**src/rtl/score_pkg.sv**
```systemverilog
// Shared types and glyph helpers for the multi-digit score renderer.
package score_pkg;

  typedef enum logic [0:0] {
    PLAY = 1'b0,
    WON  = 1'b1
  } state_t;

  // Segment bit order is {g,f,e,d,c,b,a}; codes 10..15 light nothing.
  function automatic logic [6:0] seg_mask(input logic [3:0] digit);
    case (digit)
      4'd0:    seg_mask = 7'h3F;
      4'd1:    seg_mask = 7'h06;
      4'd2:    seg_mask = 7'h5B;
      4'd3:    seg_mask = 7'h4F;
      4'd4:    seg_mask = 7'h66;
      4'd5:    seg_mask = 7'h6D;
      4'd6:    seg_mask = 7'h7D;
      4'd7:    seg_mask = 7'h07;
      4'd8:    seg_mask = 7'h7F;
      4'd9:    seg_mask = 7'h6F;
      default: seg_mask = 7'h00;
    endcase
  endfunction

  function automatic int cell_w(input int seg_w, input int seg_h);
    return 2 * seg_w + seg_h;
  endfunction

  function automatic int cell_h(input int seg_w, input int seg_h);
    return 3 * seg_w + 2 * seg_h;
  endfunction

  function automatic logic [15:0] to_bcd(input int value);
    int v;
    v = value;
    to_bcd = 16'h0000;
    for (int k = 0; k < 4; k++) begin
      to_bcd[4*k +: 4] = 4'(v % 10);
      v = v / 10;
    end
  endfunction

endpackage

```
**src/rtl/seg7_hit.sv**
```systemverilog
// Combinational test of whether a pixel lies on a lit segment of one digit cell.
module seg7_hit #(
  parameter int SEG_W = 10,
  parameter int SEG_H = 40
) (
  input  logic [3:0]  digit,
  input  logic [11:0] org_x,
  input  logic [11:0] org_y,
  input  logic [10:0] hcount,
  input  logic [9:0]  vcount,
  output logic        lit
);
  import score_pkg::*;

  localparam logic [11:0] CW    = 12'(cell_w(SEG_W, SEG_H));
  localparam logic [11:0] CH    = 12'(cell_h(SEG_W, SEG_H));
  localparam logic [11:0] SW    = 12'(SEG_W);
  localparam logic [11:0] SWH   = 12'(SEG_W + SEG_H);
  localparam logic [11:0] S2WH  = 12'(2 * SEG_W + SEG_H);
  localparam logic [11:0] S2W2H = 12'(2 * SEG_W + 2 * SEG_H);

  logic [11:0] hc_s, vc_s, rx_s, ry_s;
  logic        in_cell_s;
  logic [6:0]  seg_s;

  assign hc_s = {1'b0, hcount};
  assign vc_s = {2'b00, vcount};
  assign rx_s = hc_s - org_x;
  assign ry_s = vc_s - org_y;

  // 12-bit sums keep the right/bottom cell edges from wrapping.
  assign in_cell_s = (hc_s >= org_x) && (hc_s < org_x + CW) &&
                     (vc_s >= org_y) && (vc_s < org_y + CH);

  assign seg_s[0] = (ry_s < SW);
  assign seg_s[1] = (rx_s >= SWH) && (ry_s < S2WH);
  assign seg_s[2] = (rx_s >= SWH) && (ry_s >= SWH);
  assign seg_s[3] = (ry_s >= S2W2H);
  assign seg_s[4] = (rx_s < SW) && (ry_s >= SWH);
  assign seg_s[5] = (rx_s < SW) && (ry_s < S2WH);
  assign seg_s[6] = (ry_s >= SWH) && (ry_s < S2WH);

  assign lit = in_cell_s & (|(seg_s & seg_mask(digit)));

endmodule

```
**src/rtl/score_display.sv**
```systemverilog
// BCD score keeper with win detection, blinking win display and seven-segment
// rendering into the pixel stream.
module score_display #(
  parameter int         DIGITS       = 2,
  parameter int         WIN_SCORE    = 10,
  parameter int         SEG_W        = 10,
  parameter int         SEG_H        = 40,
  parameter int         GAP          = 10,
  parameter int         Y_POS        = 50,
  parameter logic [7:0] COLOR        = 8'hCF,
  parameter bit         LZ_BLANK     = 1'b1,
  parameter int         BLINK_FRAMES = 30
) (
  input  logic                  clk,
  input  logic                  rst,
  input  logic                  point,
  input  logic                  clear,
  input  logic                  frame_tick,
  input  logic [10:0]           hcount,
  input  logic [9:0]            vcount,
  input  logic [9:0]            x,
  output logic [7:0]            pixel,
  output logic                  over,
  output logic [4*DIGITS-1:0]   score_bcd
);
  import score_pkg::*;

  localparam int          SW       = 4 * DIGITS;
  localparam int          PITCH    = cell_w(SEG_W, SEG_H) + GAP;
  localparam int          BW       = (BLINK_FRAMES > 1) ? $clog2(BLINK_FRAMES) : 1;
  localparam logic [15:0] WIN_BCD16 = to_bcd(WIN_SCORE);
  localparam logic [SW-1:0] WIN_BCD = WIN_BCD16[SW-1:0];
  localparam logic [BW-1:0] LAST_CNT = BW'(BLINK_FRAMES - 1);

  state_t          state_r, state_nxt_s;
  logic [SW-1:0]   score_r, score_nxt_s, score_inc_s;
  logic            over_r, over_nxt_s;
  logic [BW-1:0]   cnt_r, cnt_nxt_s;
  logic            blank_r, blank_nxt_s;
  logic [7:0]      pixel_r;
  logic [3:0]      glyph_s [DIGITS];
  logic [DIGITS-1:0] hit_s;

  // BCD ripple increment of the current score.
  always_comb begin
    logic carry;
    carry       = 1'b1;
    score_inc_s = score_r;
    for (int k = 0; k < DIGITS; k++) begin
      if (carry) begin
        if (score_r[4*k +: 4] == 4'd9) begin
          score_inc_s[4*k +: 4] = 4'd0;
        end else begin
          score_inc_s[4*k +: 4] = score_r[4*k +: 4] + 4'd1;
          carry = 1'b0;
        end
      end else begin
        score_inc_s[4*k +: 4] = score_r[4*k +: 4];
      end
    end
  end

  // Next-state logic for match state, score, win flag and blink phase.
  always_comb begin
    state_nxt_s = state_r;
    score_nxt_s = score_r;
    over_nxt_s  = over_r;
    cnt_nxt_s   = cnt_r;
    blank_nxt_s = blank_r;
    if (clear) begin
      state_nxt_s = PLAY;
      score_nxt_s = '0;
      over_nxt_s  = 1'b0;
      cnt_nxt_s   = '0;
      blank_nxt_s = 1'b0;
    end else begin
      case (state_r)
        PLAY: begin
          cnt_nxt_s   = '0;
          blank_nxt_s = 1'b0;
          if (point) begin
            score_nxt_s = score_inc_s;
            if (score_inc_s == WIN_BCD) begin
              over_nxt_s  = 1'b1;
              state_nxt_s = WON;
            end else begin
              over_nxt_s  = 1'b0;
            end
          end else begin
            score_nxt_s = score_r;
          end
        end
        WON: begin
          if (frame_tick) begin
            if (cnt_r == LAST_CNT) begin
              cnt_nxt_s   = '0;
              blank_nxt_s = ~blank_r;
            end else begin
              cnt_nxt_s   = cnt_r + BW'(1);
            end
          end else begin
            cnt_nxt_s = cnt_r;
          end
        end
        default: begin
          state_nxt_s = PLAY;
          over_nxt_s  = 1'b0;
          cnt_nxt_s   = '0;
          blank_nxt_s = 1'b0;
        end
      endcase
    end
  end

  // Digit selection, most significant first; blanked leading zeros map to an unlit code.
  always_comb begin
    logic seen;
    seen = 1'b0;
    for (int k = 0; k < DIGITS; k++) begin
      seen = seen | (score_r[4*(DIGITS-1-k) +: 4] != 4'd0);
      if (!LZ_BLANK || seen || (k == DIGITS - 1)) begin
        glyph_s[k] = score_r[4*(DIGITS-1-k) +: 4];
      end else begin
        glyph_s[k] = 4'hF;
      end
    end
  end

  for (genvar k = 0; k < DIGITS; k++) begin : g_digit
    seg7_hit #(.SEG_W(SEG_W), .SEG_H(SEG_H)) u_hit (
      .digit  (glyph_s[k]),
      .org_x  ({2'b00, x} + 12'(k * PITCH)),
      .org_y  (12'(Y_POS)),
      .hcount (hcount),
      .vcount (vcount),
      .lit    (hit_s[k])
    );
  end

  // State, score and registered pixel output.
  always_ff @(posedge clk or negedge rst) begin
    if (!rst) begin
      state_r <= PLAY;
      score_r <= '0;
      over_r  <= 1'b0;
      cnt_r   <= '0;
      blank_r <= 1'b0;
      pixel_r <= 8'h00;
    end else begin
      state_r <= state_nxt_s;
      score_r <= score_nxt_s;
      over_r  <= over_nxt_s;
      cnt_r   <= cnt_nxt_s;
      blank_r <= blank_nxt_s;
      pixel_r <= ((|hit_s) && !blank_r) ? COLOR : 8'h00;
    end
  end

  assign pixel     = pixel_r;
  assign over      = over_r;
  assign score_bcd = score_r;

endmodule
```
**config.mk**
```make
export PLATFORM = sky130hd
export DESIGN_NAME = score_display
export DESIGN_NICKNAME = d
export VERILOG_FILES = /design/src/rtl/score_pkg.sv /design/src/rtl/seg7_hit.sv /design/src/rtl/score_display.sv
export SDC_FILE = /design/constraint.sdc
export NUM_CORES = 1
export LEC_CHECK = 0
export CORE_ASPECT_RATIO = 1.75
export CORE_UTILIZATION = 35
export CTS_BUF_LIST = sky130_fd_sc_hd__clkbuf_4 sky130_fd_sc_hd__clkbuf_8
export DETAILED_ROUTE_END_ITERATION = 10
export SYNTH_ARGS = -nofsm -noshare
export SYNTH_HDL_FRONTEND = slang
export SYNTH_HIERARCHICAL = 1
export SYNTH_SLANG_ARGS = --single-unit
```
**constraint.sdc**
```tcl
create_clock -name clk -period 2.6 [get_ports clk]
set_clock_uncertainty 0.05 [all_clocks]
set_input_delay 0.39 -clock clk [delete_from_list [all_inputs] [get_ports clk]]
set_output_delay 0.39 -clock clk [all_outputs]
set_load 0.03 [all_outputs]
```
==> results.py, run 1 <==
metrics = {
    "die": {
        "rows": 61,
        "fp.coreArea_um2": 15880,
        "ios": 53,
        "initial_utilization_pct": 35.71,
        "die_w_um": 98.21,
        "dieArea_um2": 16730,
        "die_h_um": 170.4,
    },
    "worst_setup_path": {
        "critPathTopFamily": "compound AO/OA/AOI/OAI gates",
        "r2r-start": "score_bcd[4]",
        "slowest_delay_ps": 530,
        "crit_buf_inv": 1,
        "r2r_cells": 12,
        "arrival_ps": 3230,
        "cp.required_ps": 2700,
        "worst-setup-path-type": "input pin to register",
        "crit_path_frequent_cell": "nor2_1",
        "path_max_fanout": 5,
        "rr_endpoint": "pixel[6]",
        "cp-start-kind": "input pin",
        "cpMaxStageDelayCell": "or4_4",
        "cp_cell_sequence": "clkdlybuf4s15_1, ha_4, a21o_1, or2_4, mux2_4, or4_4, a211o_4, o21a_1, o211ai_1, a31oi_1, nor2_1, nor2_1",
        "crit_path_end_kind": "register",
        "r2r_slack_ps": -10,
    },
    "layout": {
        "fill_cells": 1505,
        "layout-drive-gt1-share_pct": 28.41,
        "syn_to_final_growth_pct": 50.98,
        "insertedDiodeCount": 0,
        "fin_nets": 1222,
        "final_util_pct": 53.92,
    },
    "yosys": {
        "synth-edff-count": 0,
        "avgSynthCellArea_um2": 7.363,
        "async_reset_ff_share_pct": 100.0,
        "seq_area_frac_synth_pct": 7.504,
        "syn_inst": 770,
        "synth_area_leaders": "ha_1 (21%), dfrtp_1 (7.5%), xnor2_1 (6.6%)",
        "synth_flop_cell": "dfrtp_1",
        "synth_most_common_cell": "ha_1",
        "synth-seq-cells": 17,
        "netlist_top_cells_count": "ha_1 (95), inv_1 (72), nor2_1 (70), a21oi_1 (52), o21ai_0 (46)",
        "synth_top_area_share_pct": 20.97,
        "synth.distinct_cells": 87,
        "netlist_area_um2": 5669,
        "yosys.area.top_type": "ha_1",
        "yosysWarnings": 6,
    },
    "global_route": {
        "grt_pass1_wl_mm": 29.60,
        "grt_overflow": 0,
        "grt_pass1_vias": 6648,
        "grt_max_degree": 18,
        "antenna_found_initial": 0,
        "grt.total_usage_pct": 21.68,
    },
    "drt": {
        "wl_per_cell_um": 13.94,
        "postRouteAntennaNets": 0,
        "totalWireLength_mm": 17.74,
        "vias": 6504,
        "drt_iter0_markers": 166,
        "drc": 6,
        "firstDrtPassIters": 7,
        "viasPerCell": 5.109,
    },
    "run_status": {
        "status": "complete, but fails checks",
        "violations": "DRC, setup timing",
    },
    "worst_hold_path": {
        "hold_class": "register to register",
        "hold_start": "blank_r",
        "holdPathStages": 1,
        "hold_end": "pixel[6]",
    },
    "sta": {
        "fin_crit_sh_pct": 120.4,
        "timing.final.hold_violations": 0,
        "worst_pin_slew_ps": 799.2,
        "setup_viol_count_final": 1,
        "worst_slack_ps": -530.7,
        "grt_setup_unrepaired": "yes",
        "layout_min_cycle_time_ps": 3131,
        "finalMaxSlewViolations": 0,
        "fmax_mhz": 319.4,
        "slew_headroom_pct": 46.55,
    },
    "place": {
        "dp_slack_ps": -1294,
        "hpwl_mm": 15.12,
        "finalWeightedCongestion": 0.9010,
        "io_buffers": 50,
    },
    "clocking": {
        "cts_inserted_buffers": 3,
        "cts_htree_levels": 1,
        "cts.path.max_buffers": 2,
        "clk_latency_ps": 250,
        "cts_tree": "built",
        "cts.sinks": 17,
        "clk_pin_slew_ps": 70,
        "cts_root_buffer": "clkbuf_8",
    },
    "run": {
        "maxCapViolations": 0,
    },
    "power": {
        "vdd_drop_max_v": 0.0001687,
        "cellPowerDensity_nw_per_um2": 259.4,
        "power_leakage_nw": 4.008,
    },
}
cell families (layout without fill, tap and decap cells):
logic type	after synthesis	in the layout	share of synthesized area (%)
adder cells (fa/ha/maj)	101	101	23.09
XOR/XNOR	59	59	9.115
flip-flops	17	17	7.504
other	2	79	0.1325
multiplexers	8	8	1.523
AND/OR/NAND/NOR	252	252	23.31
AO/OA/AOI/OAI	234	234	27.96
buffers and inverters	97	334	7.371
state kept, by name (all words and copies together) (netlist names):
| register | flops |
|---|---|
| cnt_r | 5 |
| pixel | 1 |
| state_r | 1 |
| score_bcd | 8 |
| over | 1 |
| blank_r | 1 |
report_power, final:
| group | switching [mW] | total, mW | internal, mW |
|---|---|---|---|
| registers | 0.00314 | 0.271 | 0.268 |
| clock network | 0.0947 | 0.201 | 0.106 |
| logic | 0.861 | 1.75 | 0.887 |
| total | 0.959 | 2.22 | 1.26 |
layout by cell type, fill, tap and decap left out, types with 20 or more instances in the layout:
cell type        synthesis  final
nor3_1                  24     21
clkdlybuf4s50_1          0     26
nor2b_1                 20     20
xnor2_1                 43     40
inv_1                   72     68
nand2_1                 43     42
ha_1                    95     80
nor2_1                  70     67
a21oi_1                 52     47
buf_4                   11    205
conb_1                   2     79
o21ai_0                 46     41
cell type report:
type,count,area (um2),share of cell area (%)
multi-input cells,733,5530,64.61
repair buffers,258,2046,23.90
flip-flops and latches,17,425.4,4.970
inverters,72,275.3,3.216
well taps,189,236.5,2.763
clock buffers,3,41.29,0.4824
clock inverters,1,5.005,0.05847
how the worst max path moves through the flow:
stage | endpoint | slack (ps) | cells after the start | start
CTS | pixel[6] | -490 | 17 | x[2]
global placement | pixel[6] | -1280 | 17 | x[1]
floorplan | pixel[6] | -510 | 15 | x[3]
global route | pixel[6] | -580 | 16 | x[2]
finish | pixel[6] | -530 | 12 | vcount[4]
detailed placement | pixel[6] | -1290 | 17 | x[2]
stage by stage:
stage	cell area [um2]	std cells	power [mW]	setup TNS [ps]	hold slack (ps)
2_1_floorplan	6012	847	1.203	-513.6	44.41
3_3_place_gp	7990	1246	1.833	-1278	471.6
3_5_place_dp	7990	1246	1.846	-1294	460.8
4_1_cts	8479	1269	2.179	-491.0	464.5
5_1_grt	8559	1273	2.437	-576.1	488.6
6_report	8559	1273	2.220	-530.7	455.3
layer usage:
metal | part of all wire [%] | GRT usage [%]
met1 | 36 | 19.89
met2 | 56 | 46.02
met3 | 1.8 | 1.314
met4 | 6.0 | 11.49
met5 | 0 | 0
repair_timing:
item / CTS / global route
setup buffers: 19 / 4
setup endpoints to repair: 1 / 1
pin swaps: 44 / 22
gates cloned: 0 / 0
hold buffers: 0 / 0
gates resized for setup: 104 / 16
No activity file was read; power rests on OpenSTA's default activity.
==> inputs of run 2 (changes only) <==
--- a/config.mk
+++ b/config.mk
@@ -6,6 +6,7 @@
 export NUM_CORES = 1
 export LEC_CHECK = 0
 export CORE_ASPECT_RATIO = 1.75
+export CORE_MARGIN = 3
 export CORE_UTILIZATION = 35
 export CTS_BUF_LIST = sky130_fd_sc_hd__clkbuf_4 sky130_fd_sc_hd__clkbuf_8
 export DETAILED_ROUTE_END_ITERATION = 10
==> results.py, run 2 (synthesis gave the netlist of run 1 again) <==
metrics = {
    "sta": {
        "grt_setup_unrepaired": "yes",
        "worst_pin_slew_ps": 783.2,
        "slew_headroom_pct": 47.63,
        "fmax_mhz": 319.2,
        "setup_viol_count_final": 1,
        "fin_crit_sh_pct": 120.5,
        "layout_min_cycle_time_ps": 3133,
        "timing.final.hold_violations": 0,
        "worst_slack_ps": -533.0,
        "finalMaxSlewViolations": 0,
        "setup-tns-final_ps": -533.0,
    },
    "drt": {
        "drc": 0,
        "totalWireLength_mm": 18.42,
        "vias": 6522,
        "wl_per_cell_um": 14.43,
        "postRouteAntennaNets": 0,
        "drt_iter0_markers": 196,
        "viasPerCell": 5.107,
        "firstDrtPassIters": 4,
    },
    "power": {
        "internal_power_mw": 1.280,
        "vdd_drop_max_v": 0.0002432,
        "combinationalPowerShare_pct": 78.5,
        "switching_power_mw": 0.9595,
        "cellPowerDensity_nw_per_um2": 263.0,
        "p_seq_share_pct": 12.1,
        "switching_share_pct": 42.85,
        "p_total_mw": 2.239,
        "power_frac_clock_pct": 9.5,
        "power_leakage_nw": 4.021,
    },
    "layout": {
        "stdcell_count": 1277,
        "final_cell_mix": "buf_4 (211), ha_1 (83), conb_1 (79)",
        "final_common_cell": "buf_4",
        "largest_reg_flops": 8,
        "syn_to_final_growth_pct": 50.19,
        "layout-drive-gt1-share_pct": 27.21,
        "fin_nets": 1226,
        "insertedDiodeCount": 0,
    },
    "worst_setup_path": {
        "rr_endpoint": "pixel[6]",
        "r2r_cells": 12,
        "crit_path_end_kind": "register",
        "arrival_ps": 3270,
        "worst-setup-path-type": "input pin to register",
        "r2r-start": "score_bcd[5]",
        "cp-start-kind": "input pin",
        "cp.required_ps": 2740,
        "path_max_fanout": 4,
        "r2r_slack_ps": 90,
    },
    "clocking": {
        "cts_tree": "built",
        "cts_htree_levels": 1,
        "clk_latency_ps": 250,
        "hold_buffers": 0,
        "cts.path.max_buffers": 2,
        "cts_inserted_buffers": 3,
        "cts_root_buffer": "clkbuf_8",
        "clk_pin_slew_ps": 70,
        "cts.sinks": 17,
    },
    "global_route": {
        "grt_max_degree": 18,
        "grt_overflow": 0,
        "grt.total_usage_pct": 21.02,
        "grt_pass1_vias": 6795,
        "antenna_found_initial": 0,
        "grt_pass1_wl_mm": 30.63,
    },
    "place": {
        "dp_slack_ps": -1304,
        "io_buffers": 50,
        "hpwl_mm": 15.60,
        "dp.cells": 1251,
        "finalWeightedCongestion": 0.8974,
    },
    "die": {
        "die_w_um": 102.2,
        "die_h_um": 174.4,
        "dieArea_um2": 17820,
        "ios": 53,
        "initial_utilization_pct": 35.71,
        "rows": 61,
        "fp.coreArea_um2": 15880,
    },
    "worst_hold_path": {
        "hold_end": "pixel[6]",
        "holdPathStages": 1,
        "hold_class": "register to register",
        "hold_start": "blank_r",
    },
    "run_status": {
        "status": "complete, but fails checks",
        "violations": "setup timing",
    },
    "run": {
        "maxCapViolations": 0,
    },
}
[run 2: cell count changes in the layout (fill, tap and decap cells not counted), moves of 3 or more]
cell / change
ha_4: -6
buf_4: +6
clkdlybuf4s15_2: -3
ha_1: +3
ha_2: +3
buf_2: -3
clkdlybuf4s50_1: +5
[run 2: critical path, cell delays in order]
cell	delay [ps]
buf_8	80
nand3_4	80
buf_4	150
nor2_4	110
o211ai_1	100
xnor2_1	220
inv_1	120
ha_4	280
buf_4	130
o32ai_1	90
a2111oi_2	340
buf_4	170
nand4_1	120
or4b_4	560
a41oi_2	190
nor2_1	60
nor2_1	80
[run 2: cell type report]
cell class                      instances  area, um2
Clock buffer                            4      48.80
Tap cell                              189      236.5
Fill cell                            1557       7361
Multi-Input combinational cell        733       5425
Inverter                               72      282.8
Timing Repair Buffer                  262       2096
Sequential cell                        17      425.4
[run 2: what timing repair did]
action,4_1_cts,5_1_grt
pin swaps,37,17
gates resized for setup,80,23
setup endpoints to repair,1,1
setup buffers,18,4
endpoints found under the hold margin,0,0
[run 2: metal layers]
layer	global-route usage [%]	wire, um
met4	12.70	1463
met3	1.526	368
met5	0	0
met1	20.60	6683
met2	40.72	9908
[run 2: power groups by stage]
stage          clock network (mW)  logic (mW)  registers, mW
6_report                    0.212        1.76          0.270
2_1_floorplan                   0       0.922          0.281
5_1_grt                     0.230        1.96          0.271
4_1_cts                     0.218        1.69          0.270
3_5_place_dp                    0        1.59          0.275
3_3_place_gp                    0        1.57          0.275
[run 2: through the flow]
| stage | util, % | hold slack [ps] | area [um2] |
|---|---|---|---|
| after floorplan | - | 44.41 | 6012 |
| after global placement | 50.57 | 464.4 | 8028 |
| after detailed placement | 50.57 | 468.1 | 8028 |
| after CTS | 52.92 | 471.7 | 8402 |
| after global routing | 53.63 | 503.0 | 8514 |
| final | 53.63 | 462.7 | 8514 |
[run 2: worst max path at each step]
stage,from,endpoint,slack [ps],cells after the start
after floorplan,x[3],pixel[6],-510,15
after global placement,x[1],pixel[6],-1260,18
after detailed placement,x[1],pixel[6],-1300,18
after CTS,x[2],pixel[6],-560,18
after global routing,vcount[9],pixel[6],-750,13
final,x[4],pixel[6],-530,17
